==> src/rtl/pc_sequencer.sv <==
// Program-counter sequencer for the fetch stage: boot handshake, stall hold,
// prioritised trap/redirect with misalignment trapping, and a circular return-address stack.
module pc_sequencer #(
  parameter int unsigned     XLEN         = 32,
  parameter logic [XLEN-1:0] RESET_VECTOR = '0,
  parameter logic [XLEN-1:0] TRAP_VECTOR  = XLEN'(32'h100),
  parameter int unsigned     RAS_DEPTH    = 4
) (
  input  logic            clk,
  input  logic            reset,
  input  logic            stall,
  input  logic            redirect_valid,
  input  logic [XLEN-1:0] redirect_target,
  input  logic            call,
  input  logic            ret,
  input  logic            trap_req,
  input  logic [XLEN-1:0] imm,
  output logic [XLEN-1:0] pc_out,
  output logic            pc_valid,
  output logic [XLEN-1:0] pc_plus4,
  output logic [XLEN-1:0] pc_rel,
  output logic [XLEN-1:0] epc,
  output logic            misalign,
  output logic [XLEN-1:0] ras_top,
  output logic            ras_valid
);

  localparam int unsigned PTR_W = $clog2(RAS_DEPTH);
  localparam int unsigned CNT_W = $clog2(RAS_DEPTH + 1);
  localparam logic [CNT_W-1:0] CNT_FULL = CNT_W'(RAS_DEPTH);

  typedef enum logic {BOOT, RUN} state_t;

  state_t           state_q,    state_d;
  logic [XLEN-1:0]  pc_q,       pc_d;
  logic             pc_valid_q, pc_valid_d;
  logic [XLEN-1:0]  epc_q,      epc_d;
  logic             misalign_q, misalign_d;
  logic [PTR_W-1:0] ptr_q,      ptr_d;
  logic [CNT_W-1:0] cnt_q,      cnt_d;
  logic [XLEN-1:0]  ras_q [RAS_DEPTH];
  logic [XLEN-1:0]  ras_d [RAS_DEPTH];
  logic [XLEN-1:0]  pc_inc;

  assign pc_inc = pc_q + XLEN'(4);

  always_comb begin
    state_d    = state_q;
    pc_d       = pc_q;
    pc_valid_d = pc_valid_q;
    epc_d      = epc_q;
    misalign_d = 1'b0;
    ptr_d      = ptr_q;
    cnt_d      = cnt_q;
    ras_d      = ras_q;
    case (state_q)
      BOOT: begin
        state_d    = RUN;
        pc_valid_d = 1'b1;
      end
      RUN: begin
        if (trap_req) begin
          pc_d  = TRAP_VECTOR;
          epc_d = pc_q;
        end else if (redirect_valid && (redirect_target[1:0] != 2'b00)) begin
          pc_d       = TRAP_VECTOR;
          epc_d      = pc_q;
          misalign_d = 1'b1;
        end else if (redirect_valid) begin
          pc_d = redirect_target;
          // Pointer always addresses the top; a push on a full stack overwrites the oldest slot.
          if (call && ret) begin
            ras_d[ptr_q] = pc_inc;
            if (cnt_q == '0) cnt_d = CNT_W'(1);
          end else if (call) begin
            ptr_d        = ptr_q + PTR_W'(1);
            ras_d[ptr_d] = pc_inc;
            if (cnt_q != CNT_FULL) cnt_d = cnt_q + CNT_W'(1);
          end else if (ret && (cnt_q != '0)) begin
            ptr_d = ptr_q - PTR_W'(1);
            cnt_d = cnt_q - CNT_W'(1);
          end
        end else if (!stall) begin
          pc_d = pc_inc;
        end
      end
    endcase
  end

  always_ff @(posedge clk or posedge reset) begin
    if (reset) begin
      state_q    <= BOOT;
      pc_q       <= RESET_VECTOR;
      pc_valid_q <= 1'b0;
      epc_q      <= '0;
      misalign_q <= 1'b0;
      ptr_q      <= '0;
      cnt_q      <= '0;
      for (int unsigned i = 0; i < RAS_DEPTH; i++) ras_q[i] <= '0;
    end else begin
      state_q    <= state_d;
      pc_q       <= pc_d;
      pc_valid_q <= pc_valid_d;
      epc_q      <= epc_d;
      misalign_q <= misalign_d;
      ptr_q      <= ptr_d;
      cnt_q      <= cnt_d;
      for (int unsigned i = 0; i < RAS_DEPTH; i++) ras_q[i] <= ras_d[i];
    end
  end

  assign pc_out    = pc_q;
  assign pc_valid  = pc_valid_q;
  assign pc_plus4  = pc_inc;
  assign pc_rel    = pc_q + imm;
  assign epc       = epc_q;
  assign misalign  = misalign_q;
  assign ras_valid = (cnt_q != '0);
  assign ras_top   = (cnt_q != '0) ? ras_q[ptr_q] : '0;

endmodule

==> config.mk <==
export PLATFORM = sky130hd
export DESIGN_NAME = pc_sequencer
export DESIGN_NICKNAME = d
export VERILOG_FILES = /design/src/rtl/pc_sequencer.sv
export SDC_FILE = /design/constraint.sdc
export NUM_CORES = 1
export LEC_CHECK = 0
export ABC_AREA = 1
export CORE_MARGIN = 2
export CORE_UTILIZATION = 45
export DETAILED_ROUTE_END_ITERATION = 8
export PLACE_DENSITY = 0.71
export SKIP_CTS_REPAIR_TIMING = 1
export SLEW_MARGIN = 25
export SYNTH_ARGS = -nofsm -noshare
export SYNTH_HDL_FRONTEND = slang
export SYNTH_SLANG_ARGS = --single-unit
==> constraint.sdc <==
create_clock -name clk -period 15.9 [get_ports clk]
set_input_delay 3.18 -clock clk [delete_from_list [all_inputs] [get_ports clk]]
set_output_delay 3.18 -clock clk [all_outputs]
set_load 0.1 [all_outputs]
==> results of run 1 <==
synth_stat cells, types with 6 or more instances:
master    instances
o211ai_1         16
a21oi_1          59
dfrtp_1         200
o21ai_2          16
o21ai_0         175
o22ai_1           8
a31oi_1          14
buf_2            16
buf_4             6
inv_2             6
nand2_1         544
nor2_1          233
nand3_1          47
clkbuf_1         31
buf_1             8
nand2_2           8
nor3_1            6
xor2_1           24
ha_1             36
nor2_4            8
inv_1           214
o21ai_1          34
flip-flops by register name, summed over array words and instances (netlist names):
name      count
state_q       1
misalign      1
epc          32
pc_valid      1
pc_out       32
ras_q       128
ptr_q         2
cnt_q         3
final timing paths:
path	start	to	slack, ns
max	imm[18]	pc_rel[27]	6.50
min	ras_q[26]$_DFFE_PP0P_	ras_q[26]$_DFFE_PP0P_	0.48
max reg2reg	ptr_q[0]$_DFFE_PP0P_	ras_q[56]$_DFFE_PP0P_	12.20
min reg2reg	ras_q[26]$_DFFE_PP0P_	ras_q[26]$_DFFE_PP0P_	0.48
max in group asynchronous	reset	ras_q[78]$_DFFE_PP0P_	11.06
min in group asynchronous	reset	ras_q[7]$_DFFE_PP0P_	3.31
kinds of logic (layout without fill, tap and decap cells):
| logic type | count (synthesis) | count (layout) |
|---|---|---|
| buffers and inverters | 290 | 499 |
| multiplexers | 2 | 2 |
| AND/OR/NAND/NOR | 863 | 863 |
| AO/OA/AOI/OAI | 329 | 329 |
| adder cells (fa/ha/maj) | 38 | 38 |
| flip-flops | 200 | 200 |
| XOR/XNOR | 30 | 30 |
| other | 1 | 1 |
cell type report:
class                      instances  area [um^2]
tap                              341          427
clock inverter                    14          164
fill                            2497        11400
sequential                       200         5010
multi-input combinational       1263         6070
clock buffer                      18          439
inverter                         225          853
timing repair buffer             242         2400
tightest hold or removal path: cells and delay by family (launching register included):
family,cells,cell delay (ns)
flip-flops,1,0.34
AND/OR/NAND/NOR,1,0.06
AO/OA/AOI/OAI,1,0.05
power by group:
group / switching (W) / total, W / internal (W)
combinational: 0.00108 / 0.00140 / 0.000319
sequential: 0.0000445 / 0.000617 / 0.000572
clock: 0.000208 / 0.000449 / 0.000241
routing by layer:
metal	vias up	global-route usage	share of wire
li1	5887	-	-
met1	5614	0.360	0.43
met2	398	0.455	0.48
met3	67	0.0437	0.065
met4	2	0.0948	0.029
met5	-	0	0.00034
stage by stage:
| step | utilization | hold WS [ns] | instance area, um^2 |
|---|---|---|---|
| after CTS | 0.573 | 0.480 | 15400 |
| after global placement | 0.550 | 0.452 | 14800 |
| final | 0.573 | 0.478 | 15400 |
| after detailed placement | 0.550 | 0.463 | 14800 |
| after global routing | 0.573 | 0.504 | 15400 |
| after floorplan | - | 0.444 | 12200 |
==> metrics.yaml, run 1 <==
status: "completed"
worstMarginPinSlew_ns: 1.07
clk_latency_ns: 0.45
via_per_inst: 5.20
synth-edff-count: 0
clock-sinks: 200
dp_cells: 2271
clk_pin_slew_worst_paths_ns: 0.07
grt_usage: 0.272
initial_core_util: 0.456
worstPathCellList: "clkdlybuf4s50_1 > ha_1 > nand2_1 > nor2_1 > nand2_1 > nor2_1 > nand2_1 > nand2_1 > nand2_1 > nand2_1 > clkdlybuf4s50_1"
drc: 0
ys_seq_area_frac: 0.410
hold-path-cell-count: 2
num_vias: 12000
gp_congestion: 0.928
finClkSkew_ns: 0.0121
setup_viol: 0
worst_path_max_delay_cell: "clkdlybuf4s50_1"
cp_num_buf_inv: 2
syn_avg_cell_area_um2: 6.97
area_growth_pct: 25.8
cpMostUsedCell: "nand2_1"
slowest_delay_ns: 1.14
drt_iter0_drc: 954
setup_slack_ns: 6.50
clk_path_buf_depth: 2
synth_top_family_by_area: "simple AND/OR/NAND/NOR gates"
cts-root-buf: "clkbuf_16"
crit_type: "in2out"
ff2ff_path_depth: 10
hold_viol_final: 0
cts_buffers: 17
postSynth.asyncResetShare: 1.00
synth_top_area_cell: "dfrtp_1"
wl_um: 38200
synth_compound_area_frac: 0.148
yosys-top-cells-area: "dfrtp_1 (41%), nand2_1 (17%), o21ai_0 (7.2%), nor2_1 (7.2%), inv_1 (6.6%)"
final_common_cell: "nand2_1"
power.total_w: 0.00247
cts_tree: "yes"
io_pins: 234
wl_per_cell_um: 16.6
antenna_found_initial: 1
grt_pass1_vias: 11500
synth_seq_cells: 200
maxCapViolations: 0
cp.arrival_ns: 6.22
pre_cts_slack_ns: 6.52
die_area_um2: 28500
irDropWorstVdd_uv: 113
period_share: 0.591
max_slew_margin: 0.287
synth_fa_ha_area_frac: 0.0402
final_cells: 2303
synth.area.mux_share: 0.00184
endpoint_kind: "output port"
rsz0062_at_grt: "no"
die_h_um: 169
hpwl_um: 27800
hold_class: "reg2reg"
ys.flop_type: "dfrtp_1"
portBuffers: 233
nNetsFinal: 2058
leakagePower_nw: 7.54
powerDensity_nw_per_um2: 161
grt_max_degree: 129
startpoint_type: "input port"
clock.fmax_ghz: 0.106
drive_above_1_share: 0.0520
path_delay_family: "buffers and inverters"
cp_max_fo: 5
ys_warn_count: 0
synth_simple_gate_area_frac: 0.283
fin_tns_setup_ns: 0
cp.depth: 11
syn_area_um2: 12200
final_cell_mix: "nand2_1 (543), nor2_1 (233), clkdlybuf4s50_1 (233), inv_1 (213), dfrtp_1 (199)"
finalCriticalPeriod_ns: 9.40
rows: 60
synth_top_area_frac: 0.410
antenna_cells: 0
htree_levels: 4
ant_nets: 0
dieWidth_um: 169
slew_violations: 0
grt_pass1_wl_um: 61100
worstPathRequired_ns: 12.72
synth_cells: 1753
syn_nets: 1862
first_pass_iters: 5
yosysUniqueCellTypes: 43
core_area_um2: 26800
synth_xor_area_frac: 0.0234
grt_overflow: 0
No activity file was read; power rests on OpenSTA's default activity.
==> run 2: changes to the inputs <==
--- a/config.mk
+++ b/config.mk
@@ -9,7 +9,7 @@
 export CORE_MARGIN = 2
 export CORE_UTILIZATION = 45
 export DETAILED_ROUTE_END_ITERATION = 8
-export PLACE_DENSITY = 0.71
+export PLACE_DENSITY = 0.73
 export SKIP_CTS_REPAIR_TIMING = 1
 export SLEW_MARGIN = 25
 export SYNTH_ARGS = -nofsm -noshare
==> constraint.sdc (replaced) <==
create_clock -name clk -period 7.7 [get_ports clk]
set_input_delay 1.54 -clock clk [delete_from_list [all_inputs] [get_ports clk]]
set_output_delay 1.54 -clock clk [all_outputs]
set_load 0.1 [all_outputs]
==> metrics.yaml, run 2 (synthesis results as in run 1) <==
powerDensity_nw_per_um2: 331  # +110%
initial_core_util: 0.456  # unchanged
core_area_um2: 26800  # unchanged
clock-sinks: 200  # unchanged
worstMarginPinSlew_ns: 1.05  # -0.0187 ns
rsz0062_at_grt: "no"
die_h_um: 169  # unchanged
first_pass_iters: 5  # unchanged
worst_path_max_delay_cell: "clkdlybuf4s50_1"
fin_tns_setup_ns: 0  # unchanged
cp.arrival_ns: 4.61  # -1.61 ns
drc: 0  # unchanged
period_share: 0.799
cts_tree: "yes"
cp_max_fo: 3  # -2
slowest_delay_ns: 1.12  # -0.02 ns
via_per_inst: 5.15  # -0.89%
hold_viol_final: 0  # unchanged
startpoint_type: "input port"
cts_buffers: 17  # unchanged
cts-root-buf: "clkbuf_16"
finalCriticalPeriod_ns: 6.15
worstPathCellList: "clkdlybuf4s50_1 > ha_1 > fa_1 > nand3_1 > nand3_1 > nand3_1 > nand3_1 > nand2_1 > nand3_1 > nand2_1 > clkdlybuf4s50_1"
htree_levels: 4  # unchanged
grt_pass1_wl_um: 59700  # -2.2%
endpoint_kind: "output port"
slew_violations: 0  # unchanged
io_pins: 234  # unchanged
holdCritStartpoint: "ras_q[106]$_DFFE_PP0P_"
clk_path_buf_depth: 2  # unchanged
leakagePower_nw: 7.53  # about the same
clk_latency_ns: 0.44  # about the same
combPwrFrac: 0.570  # +0.002
power_frac_seq: 0.251  # about the same
setup_viol: 0  # unchanged
antenna_found_initial: 2  # +1
maxCapViolations: 0  # unchanged
ant_nets: 0  # unchanged
grt-busiest-layer: "met2"
wl_per_cell_um: 16.3  # -1.5%
dp_cells: 2272  # +0.044%
p_int_w: 0.00231  # +100%
gp_congestion: 0.946  # +1.9%
clk_pin_slew_worst_paths_ns: 0.07  # about the same
finClkSkew_ns: 0.0118  # -0.000348 ns
final_cells: 2305  # +0.087%
final_common_cell: "nand2_1"
portBuffers: 233  # unchanged
use_met3: 0.0528  # +0.00912
grt_pass1_vias: 11400  # -0.59%
largest-register: "ras_q"
reg2reg_slack_ns: 4.17  # -8.03 ns
nNetsFinal: 2059  # +0.049%
grt_usage: 0.267  # -0.00535
hold-path-cell-count: 2  # unchanged
gr-usage-met1: 0.349  # -0.0109
cpMostUsedCell: "nand3_1"
switching_share: 0.546  # +0.00445
clkPwrFrac: 0.179  # -0.003
final_cell_mix: "nand2_1 (543), nor2_1 (233), clkdlybuf4s50_1 (233), inv_1 (213), dfrtp_1 (199)"
dieWidth_um: 169  # unchanged
largest_register_ff_count: 128  # unchanged
worstPathRequired_ns: 6.16  # -6.56 ns
timing.rr.end: "ras_q[77]$_DFFE_PP0P_"
power_switching_w: 0.00277  # +110%
wl_um: 37700  # -1.4%
ff2ff_path_depth: 10  # unchanged
crit_type: "in2out"
grt_max_degree: 140  # +8.5%
die_area_um2: 28500  # unchanged
power.total_w: 0.00508  # +110%
clock.fmax_ghz: 0.163
r2r_start: "ptr_q[1]$_DFFE_PP0P_"
hold_class: "reg2reg"
num_vias: 11900  # -0.80%
hpwl_um: 27500  # -0.87%
area_growth_pct: 25.8  # about the same
irDropWorstVdd_uv: 195  # +73%
status: "completed"
min_to: "ras_q[106]$_DFFE_PP0P_"
grt_overflow: 0  # unchanged
rows: 60  # unchanged
drive_above_1_share: 0.0525  # +0.000483
max_slew_margin: 0.299  # +0.0125
grt_util_met2: 0.438  # -0.0164
drt_iter0_drc: 964  # +1.0%
-- run 2: changes by cell type in the layout (fill, tap and decap cells not counted), sizes merged --
cell	before	now
buf	9	10
diode	0	1
clkbuf	18	17
inv	226	228
bufinv	2	1
-- run 2: how the worst max path moves through the flow --
| stage | to | from | depth (start not counted) | slack (ns) |
|---|---|---|---|---|
| after floorplan | cnt_q[0]$_DFFE_PP0P_ | reset | 1 | 0.71 |
| after CTS | pc_rel[28] | imm[0] | 11 | 1.55 |
| after detailed placement | pc_rel[28] | imm[0] | 11 | 1.57 |
| final | pc_rel[28] | imm[0] | 11 | 1.55 |
| after global routing | pc_rel[28] | imm[0] | 11 | 1.40 |
| after global placement | pc_rel[28] | imm[0] | 11 | 1.62 |
-- run 2: power by group through the flow --
stage | clock, W | combinational (W) | sequential, W
detailed placement | 0 | 0.00289 | 0.00129
finish | 0.000908 | 0.00290 | 0.00128
floorplan | 0 | 0.00199 | 0.00150
CTS | 0.000919 | 0.00290 | 0.00127
global placement | 0 | 0.00287 | 0.00129
global route | 0.000962 | 0.00305 | 0.00129
-- run 2: worst max-delay path, delay by kind of cell --
family	cells	cell delay (ns)
buffers and inverters	2	1.52
and+or+nand+nor	7	0.85
adders and majority gates	2	0.69
-- run 2: cell type report --
type                    instances  area [um^2]
diodes                          1         2.50
clock buffers                  17          425
clock inverters                15          176
fillers                      2557        11400
inverters                     225          858
multi-input cells            1263         6070
flip-flops and latches        200         5010
well taps                     341          427
repair buffers                243         2410
-- run 2: metrics by stage --
step | util | instance area, um^2 | setup WS (ns) | hold WS (ns)
3_5_place_dp | 0.551 | 14800 | 1.57 | 0.460
2_1_floorplan | - | 12200 | 0.706 | 0.444
4_1_cts | 0.573 | 15400 | 1.55 | 0.480
5_1_grt | 0.573 | 15400 | 1.40 | 0.496
3_3_place_gp | 0.551 | 14800 | 1.62 | 0.454
6_report | 0.573 | 15400 | 1.55 | 0.478
-- run 2: metal layers --
metal,wire (um),up-vias
li1,-,5896
met1,16300,5518
met2,17900,393
met3,2470,65
met4,1050,0
met5,0,-
